**config.mk**
```make
export PLATFORM = sky130hd
export DESIGN_NAME = router_wrap_input_credit_fifo
export DESIGN_NICKNAME = d
export VERILOG_FILES = /design/src/rtl/router_wrap_input_credit_fifo.sv
export SDC_FILE = /design/constraint.sdc
export NUM_CORES = 1
export LEC_CHECK = 0
export CAP_MARGIN = 20
export CORE_ASPECT_RATIO = 0.9
export CORE_MARGIN = 1.5
export CORE_UTILIZATION = 40
export DETAILED_ROUTE_END_ITERATION = 10
export PLACE_DENSITY_LB_ADDON = 0.2
export SYNTH_ARGS = -nofsm -noshare
export SYNTH_HDL_FRONTEND = slang
export SYNTH_SLANG_ARGS = --single-unit
```
**constraint.sdc**
```tcl
create_clock -name clk -period 2.9 [get_ports clk]
set_input_delay 0.725 -clock clk [delete_from_list [all_inputs] [get_ports clk]]
set_output_delay 0.725 -clock clk [all_outputs]
set_load 0.05 [all_outputs]
```
**src/rtl/router_wrap_input_credit_fifo.sv**
```systemverilog
// Input-port flit buffer with credit return toward the upstream link.
// Each dequeue pulses iack_d so the sender regains one credit per flit.
module router_wrap_input_credit_fifo #(
   parameter int DATA_WIDTH = 32,
   parameter int DEPTH      = 4,
   parameter int PTR_WIDTH  = $clog2(DEPTH)
) (
   input  logic                  clk,
   input  logic                  reset,
   input  logic                  in_valid,
   input  logic [DATA_WIDTH-1:0] in_data,
   output logic                  out_valid,
   output logic [DATA_WIDTH-1:0] out_data,
   input  logic                  out_ready,
   output logic                  iack_d,
   output logic [PTR_WIDTH:0]    occupancy,
   output logic                  overflow
);

   localparam logic [PTR_WIDTH:0]   CNT_FULL = (PTR_WIDTH+1)'(DEPTH);
   localparam logic [PTR_WIDTH:0]   CNT_ONE  = (PTR_WIDTH+1)'(1);
   localparam logic [PTR_WIDTH-1:0] PTR_ONE  = PTR_WIDTH'(1);

   logic [DATA_WIDTH-1:0] mem_q [DEPTH];
   logic [PTR_WIDTH-1:0]  wr_ptr_q, wr_ptr_d;
   logic [PTR_WIDTH-1:0]  rd_ptr_q, rd_ptr_d;
   logic [PTR_WIDTH:0]    count_q, count_d;
   logic                  ovf_q, ovf_d;

   logic full;
   logic deq;
   logic enq;
   logic drop;

   // Handshake inputs are ignored while reset is asserted.
   always_comb begin
      full = (count_q == CNT_FULL);
      out_valid = (count_q != '0);
      deq  = out_valid & out_ready & ~reset;
      enq  = in_valid & ~reset & (~full | deq);
      drop = in_valid & ~reset & full & ~deq;
   end

   always_comb begin
      wr_ptr_d = wr_ptr_q;
      rd_ptr_d = rd_ptr_q;
      count_d  = count_q;
      ovf_d    = ovf_q | drop;
      if (enq) wr_ptr_d = wr_ptr_q + PTR_ONE;
      if (deq) rd_ptr_d = rd_ptr_q + PTR_ONE;
      unique case ({enq, deq})
         2'b10:   count_d = count_q + CNT_ONE;
         2'b01:   count_d = count_q - CNT_ONE;
         default: count_d = count_q;
      endcase
   end

   always_ff @(posedge clk) begin
      if (reset) begin
         wr_ptr_q <= '0;
         rd_ptr_q <= '0;
         count_q  <= '0;
         ovf_q    <= 1'b0;
      end else begin
         wr_ptr_q <= wr_ptr_d;
         rd_ptr_q <= rd_ptr_d;
         count_q  <= count_d;
         ovf_q    <= ovf_d;
      end
   end

   // Storage needs no reset; out_data is only meaningful with out_valid.
   always_ff @(posedge clk) begin
      if (enq) mem_q[wr_ptr_q] <= in_data;
   end

   assign out_data  = mem_q[rd_ptr_q];
   assign iack_d    = deq;
   assign occupancy = count_q;
   assign overflow  = ovf_q;

endmodule

```
==> flow_summary.ini <==
[placed_design]
port-buffer-count = 73
gp_congestion = 0.731
dp_hpwl_um = 5660
place_worst_setup_slack_ns = 0.133
dpl-instance-area_um2 = 6340

[synth]
synth_top_area_share = 0.745
synth_area_leaders = edfxtp_1 75%, mux4_2 14%, dfxtp_1 3.9%
synth_edf_count = 128
ys_seq_area_frac = 0.784
postSynthCellCount = 229
synth_common_cells = 128 x edfxtp_1, 32 x mux4_2, 10 x dfxtp_1, 10 x nor2_1, 5 x and2_1
yosys.area.top_type = edfxtp_1
syn-cell-area_um2 = 5160
synthFlopType = edfxtp_1
ys_ff_latch = 138
synthesis.nets = 270
yosys_warnings = 0
yosysMostFrequentCell = edfxtp_1
yosys.cell_types.count = 32
async_reset_ff_frac = 0
postSynthAreaPerCell_um2 = 22.5

[setup_path]
path_max_fanout = 18
slowest_delay_ns = 0.67
crit_buf_inv = 2
cp_data_required_time_ns = 2.17
cpMostUsedCell = buf_4
cp-end-kind = output pin
worstPathCellList = buf_4, mux4_2, buf_4
critPathLaunchType = flop
worstPathArrival_ns = 1.96
path_delay_family = flip-flops
path_class = reg2out
cp_slowest_cell = dfxtp_2

[clock_tree]
postCtsHoldBufs = 0
post_cts_resize_count = 0
cts_root_buf = clkbuf_16
htree_num_levels = 4
postCtsSetupRepairBufs = 0
cts_tree = done
clkSinkCount = 138
numCtsBuffers = 17
clock_latency_ns = 0.40
cts.clk_slew.worst_paths_ns = 0.06
clk_path_buf_depth = 2

[sta]
hold_ws_ns = 0.503
layout_min_cycle_time_ns = 2.69
setup_tns_ns = 0
worst_slew_pin_slew_ns = 0.537
finalHoldViolCount = 0
max_freq_mhz = 372
fin_crit_sh = 0.926
rsz0062_at_grt = false
clock-skew-final_ns = 0.00860
slew_headroom = 0.642
fin_ws_ns = 0.214
setup_viol = 0
finalMaxSlewViolations = 0

[detailed_routing]
wl_met3_um = 505
routed_wl_um = 9030
highest_layer = met4
ant_nets = 0
via_per_inst = 4.94
drt-initial-drc-count = 158
dr_total_vias = 2489
wl_met2_um = 4480
wire_per_inst_um = 17.9
drc = 0
wl_met1_um = 3970
drt_first_pass_iters = 4

[final_layout]
area_delta_synth_final_pct = 33.6
fillers = 1006
fin_nets = 368
diodes = 0
layout-drive-gt1-share = 0.350
postLayoutCellArea_um2 = 6890

[power]
power.density_nw_per_um2 = 702
ir_worst_vdd_mv = 0.440
power_mw = 4.84
leakagePower_nw = 2.27

[floorplan]
die_y_um = 111
dieArea_um2 = 13600
placementRows = 39
boundaryPins = 74
fp.dieW_um = 123
fp.coreArea_um2 = 12600
start_util = 0.408

[min_path]
hold_path_class = reg2reg

[global_route]
grt_pass1_vias = 2581
grt_pass1_wl_um = 14200
antenna_found_initial = 0
grt_max_degree = 24
grt_overflow_total = 0
grt_usage = 0.145

[status]
status = finished clean

[flow_run]
cap_violations = 0
final timing paths:
path | start | end | slack (ns) | depth (start not counted)
max | flop | out_data[30] | 0.21 | 3
min | overflow | overflow | 0.50 | 2
max reg2reg | occupancy[1] | occupancy[2] | 0.84 | 7
min reg2reg | overflow | overflow | 0.50 | 2
metal layers:
metal | track usage | up-vias
li1 | - | 1139
met1 | 0.191 | 1284
met2 | 0.222 | 59
met3 | 0.0484 | 7
met4 | 0.0581 | 0
met5 | 0 | -
metrics by stage:
step           std cells   util
2_1_floorplan        229      -
3_3_place_gp         472  0.501
3_5_place_dp         472  0.501
4_1_cts              504  0.545
5_1_grt              504  0.545
6_report             504  0.545
flip-flops by register name, indices dropped and copies added, names as in the netlist, named ones only:
| register | count |
|---|---|
| mem_q | 128 |
| occupancy | 3 |
| rd_ptr_q | 2 |
| wr_ptr_q | 2 |
| overflow | 1 |
worst reg2reg max path, stage by stage (launching register included):
cell     delay, ns
dfxtp_1       0.47
or3_4         0.19
and3b_1       0.17
nand2_1       0.08
fa_1          0.40
or3b_1        0.38
a31oi_1       0.18
a21oi_1       0.08
layout make-up:
| cell class | count | area [µm²] | area share |
|---|---|---|---|
| Clock buffer | 18 | 429 | 0.0623 |
| Timing Repair Buffer | 88 | 1010 | 0.147 |
| Sequential cell | 138 | 4050 | 0.587 |
| Tap cell | 164 | 205 | 0.0298 |
| Clock inverter | 14 | 124 | 0.0180 |
| Multi-Input combinational cell | 77 | 1060 | 0.153 |
| Inverter | 5 | 18.8 | 0.00272 |
power by group:
| part | switching, mW | internal, mW | total [mW] |
|---|---|---|---|
| Clock | 0.789 | 1.18 | 1.97 |
| Combinational | 0.345 | 0.267 | 0.612 |
| Sequential | 0.0230 | 2.24 | 2.26 |
| Total | 1.16 | 3.68 | 4.84 |
kinds of logic (layout without fill, tap and decap cells):
group | after synthesis | after routing | share of synthesized area
flops | 138 | 138 | 0.784
mux | 34 | 34 | 0.144
simple gates | 26 | 26 | 0.0298
buf+inv | 14 | 125 | 0.0124
compound gates | 8 | 8 | 0.00970
fa+ha+maj | 5 | 5 | 0.0136
xor+xnor | 4 | 4 | 0.00679
cell usage in the layout, fill, tap and decap left out, types with 6 or more instances in the layout:
master	instances
mux4_2	32
clkdlybuf4s50_1	40
dfxtp_1	8
buf_4	28
buf_12	20
clkbuf_16	17
clkinvlp_4	6
nor2_1	10
edfxtp_1	128
Power figures use the tool's default switching activity.
